**src/rtl/alu_seq.sv**
```systemverilog
`default_nettype none
// ============================================================================
//  Module   : alu_seq
//  Purpose  : Parametrised ALU with valid/ready handshake, registered result
//             and N/Z/C/V flags. Eight ops including a WIDTH-step shift-add
//             multiply.
//  Revision : 1.0  initial release
// ============================================================================
module alu_seq #(
    parameter int WIDTH = 8,
    parameter int SHW   = $clog2(WIDTH)
) (
    input  logic             clk,
    input  logic             rst_n,
    input  logic             in_valid,
    output logic             in_ready,
    input  logic [WIDTH-1:0] a,
    input  logic [WIDTH-1:0] b,
    input  logic [2:0]       op,
    output logic             out_valid,
    input  logic             out_ready,
    output logic [WIDTH-1:0] result,
    output logic             zero,
    output logic             neg,
    output logic             carry,
    output logic             ovf
);

    localparam logic [2:0] c_OP_ADD = 3'b000;
    localparam logic [2:0] c_OP_SUB = 3'b001;
    localparam logic [2:0] c_OP_AND = 3'b010;
    localparam logic [2:0] c_OP_OR  = 3'b011;
    localparam logic [2:0] c_OP_XOR = 3'b100;
    localparam logic [2:0] c_OP_SHL = 3'b101;
    localparam logic [2:0] c_OP_SHR = 3'b110;
    localparam logic [2:0] c_OP_MUL = 3'b111;

    typedef enum logic [1:0] {
        S_IDLE = 2'd0,
        S_BUSY = 2'd1,
        S_DONE = 2'd2
    } state_e;

    state_e             state_q, state_d;
    logic [WIDTH-1:0]   result_q, result_d;
    logic               zero_q, zero_d, neg_q, neg_d;
    logic               carry_q, carry_d, ovf_q, ovf_d;
    logic [2*WIDTH-1:0] acc_q, acc_d;
    logic [2*WIDTH-1:0] mcand_q, mcand_d;
    logic [WIDTH-1:0]   mplier_q, mplier_d;
    logic [SHW:0]       cnt_q, cnt_d;

    logic [SHW-1:0]     w_shamt;
    logic [WIDTH:0]     w_sum, w_diff, w_shl, w_shr;
    logic [WIDTH-1:0]   w_res;
    logic               w_c, w_v;
    logic [2*WIDTH-1:0] w_acc_nxt;
    logic               w_load;

    assign w_shamt = b[SHW-1:0];

    // Single-cycle ALU for every op except MUL; carry/ovf come from the
    // widened intermediate so the shifted-out bit lands in a fixed position.
    always_comb begin
        w_sum  = {1'b0, a} + {1'b0, b};
        w_diff = {1'b0, a} - {1'b0, b};
        w_shl  = {1'b0, a} << w_shamt;
        w_shr  = {a, 1'b0} >> w_shamt;
        w_res  = '0;
        w_c    = 1'b0;
        w_v    = 1'b0;
        case (op)
            c_OP_ADD: begin
                w_res = w_sum[WIDTH-1:0];
                w_c   = w_sum[WIDTH];
                w_v   = (a[WIDTH-1] == b[WIDTH-1]) && (w_sum[WIDTH-1] != a[WIDTH-1]);
            end
            c_OP_SUB: begin
                w_res = w_diff[WIDTH-1:0];
                w_c   = w_diff[WIDTH];
                w_v   = (a[WIDTH-1] != b[WIDTH-1]) && (w_diff[WIDTH-1] != a[WIDTH-1]);
            end
            c_OP_AND: w_res = a & b;
            c_OP_OR:  w_res = a | b;
            c_OP_XOR: w_res = a ^ b;
            c_OP_SHL: begin
                w_res = w_shl[WIDTH-1:0];
                w_c   = w_shl[WIDTH];
            end
            c_OP_SHR: begin
                w_res = w_shr[WIDTH:1];
                w_c   = w_shr[0];
            end
            default: begin
                w_res = '0;
            end
        endcase
    end

    assign w_acc_nxt = mplier_q[0] ? (acc_q + mcand_q) : acc_q;

    // Next-state, datapath update and handshake outputs.
    always_comb begin
        state_d   = state_q;
        result_d  = result_q;
        zero_d    = zero_q;
        neg_d     = neg_q;
        carry_d   = carry_q;
        ovf_d     = ovf_q;
        acc_d     = acc_q;
        mcand_d   = mcand_q;
        mplier_d  = mplier_q;
        cnt_d     = cnt_q;
        in_ready  = 1'b0;
        out_valid = 1'b0;
        w_load    = 1'b0;

        case (state_q)
            S_IDLE: in_ready = 1'b1;
            S_BUSY: begin
                acc_d    = w_acc_nxt;
                mcand_d  = mcand_q << 1;
                mplier_d = mplier_q >> 1;
                cnt_d    = cnt_q + {{SHW{1'b0}}, 1'b1};
                if (int'(cnt_q) == WIDTH - 1) begin
                    state_d  = S_DONE;
                    result_d = w_acc_nxt[WIDTH-1:0];
                    carry_d  = 1'b0;
                    ovf_d    = |w_acc_nxt[2*WIDTH-1:WIDTH];
                    w_load   = 1'b1;
                end
            end
            S_DONE: begin
                out_valid = 1'b1;
                in_ready  = out_ready;
                if (out_ready && !in_valid) begin
                    state_d = S_IDLE;
                end
            end
            default: state_d = S_IDLE;
        endcase

        // Acceptance from IDLE or back-to-back from DONE.
        if (in_valid && in_ready) begin
            if (op == c_OP_MUL) begin
                state_d  = S_BUSY;
                cnt_d    = '0;
                acc_d    = '0;
                mcand_d  = {{WIDTH{1'b0}}, a};
                mplier_d = b;
            end else begin
                state_d  = S_DONE;
                result_d = w_res;
                carry_d  = w_c;
                ovf_d    = w_v;
                w_load   = 1'b1;
            end
        end

        if (w_load) begin
            zero_d = (result_d == '0);
            neg_d  = result_d[WIDTH-1];
        end
    end

    // State and datapath registers; reset abandons any operation in flight.
    always_ff @(posedge clk or negedge rst_n) begin
        if (!rst_n) begin
            state_q  <= S_IDLE;
            result_q <= '0;
            zero_q   <= 1'b0;
            neg_q    <= 1'b0;
            carry_q  <= 1'b0;
            ovf_q    <= 1'b0;
            acc_q    <= '0;
            mcand_q  <= '0;
            mplier_q <= '0;
            cnt_q    <= '0;
        end else begin
            state_q  <= state_d;
            result_q <= result_d;
            zero_q   <= zero_d;
            neg_q    <= neg_d;
            carry_q  <= carry_d;
            ovf_q    <= ovf_d;
            acc_q    <= acc_d;
            mcand_q  <= mcand_d;
            mplier_q <= mplier_d;
            cnt_q    <= cnt_d;
        end
    end

    assign result = result_q;
    assign zero   = zero_q;
    assign neg    = neg_q;
    assign carry  = carry_q;
    assign ovf    = ovf_q;

endmodule
`default_nettype wire

```
**config.mk**
```make
export PLATFORM = sky130hd
export DESIGN_NAME = alu_seq
export DESIGN_NICKNAME = d
export VERILOG_FILES = /design/src/rtl/alu_seq.sv
export SDC_FILE = /design/constraint.sdc
export NUM_CORES = 1
export LEC_CHECK = 0
export ABC_AREA = 1
export BUFFER_PORTS_ARGS = -buffer_cell sky130_fd_sc_hd__buf_4
export CAP_MARGIN = 20
export CORE_UTILIZATION = 28
export DETAILED_ROUTE_END_ITERATION = 12
export PLACE_DENSITY_LB_ADDON = 0.25
export SLEW_MARGIN = 25
export SYNTH_ARGS = -nofsm -noshare
export SYNTH_HDL_FRONTEND = slang
export SYNTH_SLANG_ARGS = --single-unit
```
**constraint.sdc**
```tcl
create_clock -name clk -period 4.4 [get_ports clk]
set_clock_uncertainty 0.1 [all_clocks]
set_input_delay 1.32 -clock clk [delete_from_list [all_inputs] [get_ports clk]]
set_output_delay 1.32 -clock clk [all_outputs]
set_load 0.005 [all_outputs]
```
==> impl_results.md <==
- Status: finished, final reports clean
- Post-route ant nets: 0
- Worst path arrival time: 1810 ps
- # DRC: 0
- Initial core utilization: 0.286
- EDFF count, synth: 0
- Crit. End Element: output port
- Area growth, synth to finish: 14.0%
- GRT Total Usage: 0.170
- Crit path launch type: input pin
- Number of synthesized register bits: 58
- Slew @ Worst Pin: 856 ps
- Synth Net Count: just over 900
- Hold_sp: carry
- Port Buffers: 36
- Synth cell types: 39
- Initial antenna violation count: 0
- Die Ht: 140 um
- Non-filler cells, final: about 1100
- DP Area: a little under 0.006 mm2
- Hold endpoint: carry
- Yosys warns: 0
- Number of gates resized after CTS: 0
- Router iterations before antenna repair: 7
- Period utilisation layout: 0.734
- Hold path depth: 2
- Final instance area: ~0.0061 mm2
- Worst-case clock buffer depth: 2
- First-pass GRT wire length: 26200 um
- DR WL/cell: 14.7 um
- Worst-Skew Late Latency: ~330 ps
- PwrDens: 587 mW/mm2
- Synthesized instance count: 845
- Hold Buf Count CTS: 0
- Postcts setup bufs: 0
- Max Slew Vio Count: 0
- DRT iter0 DRCs: 388
- Leak Pwr: roughly 0.0032 uW
- # clock sinks: 58
- # diodes: 0
- HPWL after DPL: 12300 um
- Syn_area_per_cell: 6.33 um2
- Layout cells sized above 1: 0.0851
- Hold Crit Class: reg2reg
- Vias in the first global route: between 5000 and 6000
- Pin count of the biggest net entering global routing: 59
- R2R depth: 10
- Die Wd: around 140 um
- Hold Fails Final Rpt: 0
- R2R Path Start: mplier_q[0]
- IO Count: 37
- CTS root buffer: clkbuf_16
- Synthesized area: between 0.005 and 0.006 mm2
- Nets: ~930
- GPL Wtd Cong: between 0.8 and 0.9
- Highest clock rate: 309 MHz
- Required time of the critical path: just under 3000 ps
- Crit Path Class: in2out
- Top FF cell, synth: dfrtp_1
- H-tree depth: 3
- Ys async rst share: 1.00
- CTS tree: built
- Num CTS Buffers: 9
- Critical path origin: out_ready
- Fin Hold WS: about 390 ps
- Drt via density: between 4 and 5
- MaxCap Viol Count: 0
- Core Box Area: 0.0187 mm2
- Vias: ~5400
- Max-slew headroom: 0.430
- Setup TNS: 0 ps
- Minimum clock period: 3230 ps
- GR Overflow Total: 0
- # rows: 50
- Total chip power: around 3600 uW
- Final Setup Violations: 0
- Register area share after synthesis: 0.271
- Routed Wire Length: around 16000 um
- CP Max Fanout: 3
- DIE AREA: between 0.015 and 0.02 mm2
- R2R setup slack: 1520 ps
- RSZ-0062 raised after global routing: no
- R2r endpoint: zero
- Clock slew at reported path FFs: ~50 ps
- Placed Cells: between 1000 and 1500
- VDD IR max: approximately 0.00021 V
## flip-flops by register name, summed over array words and instances (netlist names)
name,flops
acc_q,16
mcand_q,16
mplier_q,8
result,8
cnt_q,4
state_q,2
carry,1
neg,1
ovf,1
zero,1
## metal layers
metal	up-vias	wire length [um]	global-route usage
li1	2794	-	-
met1	2487	7870	0.231
met2	106	7490	0.277
met3	23	545	0.0174
met4	0	373	0.0694
met5	-	0	0
## cell usage after synthesis, types with 2 or more instances
| master | number | share of area |
|---|---|---|
| nand2_1 | 238 | 0.17 |
| inv_4 | 2 | 0.0023 |
| buf_4 | 5 | 0.0070 |
| nor2_1 | 102 | 0.072 |
| clkbuf_1 | 15 | 0.011 |
| nor2_2 | 2 | 0.0023 |
| a21oi_1 | 34 | 0.032 |
| nor3_1 | 7 | 0.0065 |
| or2_0 | 2 | 0.0023 |
| nand4_1 | 8 | 0.0094 |
| ha_1 | 41 | 0.096 |
| or2_2 | 7 | 0.0082 |
| buf_2 | 7 | 0.0065 |
| dfrtp_1 | 58 | 0.27 |
| nand2_2 | 2 | 0.0023 |
| inv_2 | 5 | 0.0035 |
| fa_1 | 3 | 0.011 |
| a31oi_1 | 7 | 0.0082 |
| inv_1 | 98 | 0.069 |
| nor2_4 | 2 | 0.0042 |
| clkinv_1 | 2 | 0.0014 |
| nand3b_1 | 5 | 0.0070 |
| o21ai_0 | 37 | 0.035 |
| a211oi_1 | 5 | 0.0070 |
| o211ai_1 | 18 | 0.025 |
| nand3_1 | 120 | 0.11 |
## where the power goes
part	total, uW	switching (uW)	leakage (uW)	internal [uW]
Combinational	1880	1140	0.00235	733
Clock	715	235	0.000152	480
Sequential	991	223	0.000708	768
Total	3580	1600	0.00321	1980
## critical path, stage by stage
cell and delay (ps):
buf_4 80, nor2_1 40, nor2_2 200, buf_4 160
## how the worst max path moves through the flow
stage	end	cells after the start
floorplan	zero	18
global placement	zero	15
detailed placement	zero	15
CTS	in_ready	4
global route	zero	16
finish	in_ready	4
## cell families (layout without fill, tap and decap cells)
| family | after synthesis | count (layout) | synth area share |
|---|---|---|---|
| compound gates | 107 | 107 | 0.116 |
| xor+xnor | 1 | 1 | 0.00164 |
| fa+ha+maj | 44 | 44 | 0.107 |
| buf+inv | 135 | 160 | 0.101 |
| flops | 58 | 58 | 0.271 |
| mux | 1 | 1 | 0.00187 |
| simple gates | 499 | 499 | 0.402 |
## stage by stage
| step | util | worst slack, ps |
|---|---|---|
| 2_1_floorplan | - | 1400 |
| 3_3_place_gp | 0.310 | 878 |
| 5_1_grt | 0.326 | 933 |
| 4_1_cts | 0.326 | 1130 |
| 6_report | 0.326 | 1170 |
| 3_5_place_dp | 0.310 | 899 |
## layout by cell type, fill, tap and decap left out, types with 18 or more instances in the layout
master and instances:
a21oi_1 34, buf_4 38, dfrtp_1 58, ha_1 41
inv_1 98, nand2_1 238, nand3_1 120, nor2_1 102
o211ai_1 18, o21ai_0 37
## cell type report
type	instances	area [um2]
clock buffer	13	270
clock inverter	2	35.0
fill	2039	12600
inverter	107	407
multi-input combinational	652	3360
sequential	58	1450
tap	234	293
timing repair buffer	38	285
Power figures use the tool's default switching activity.
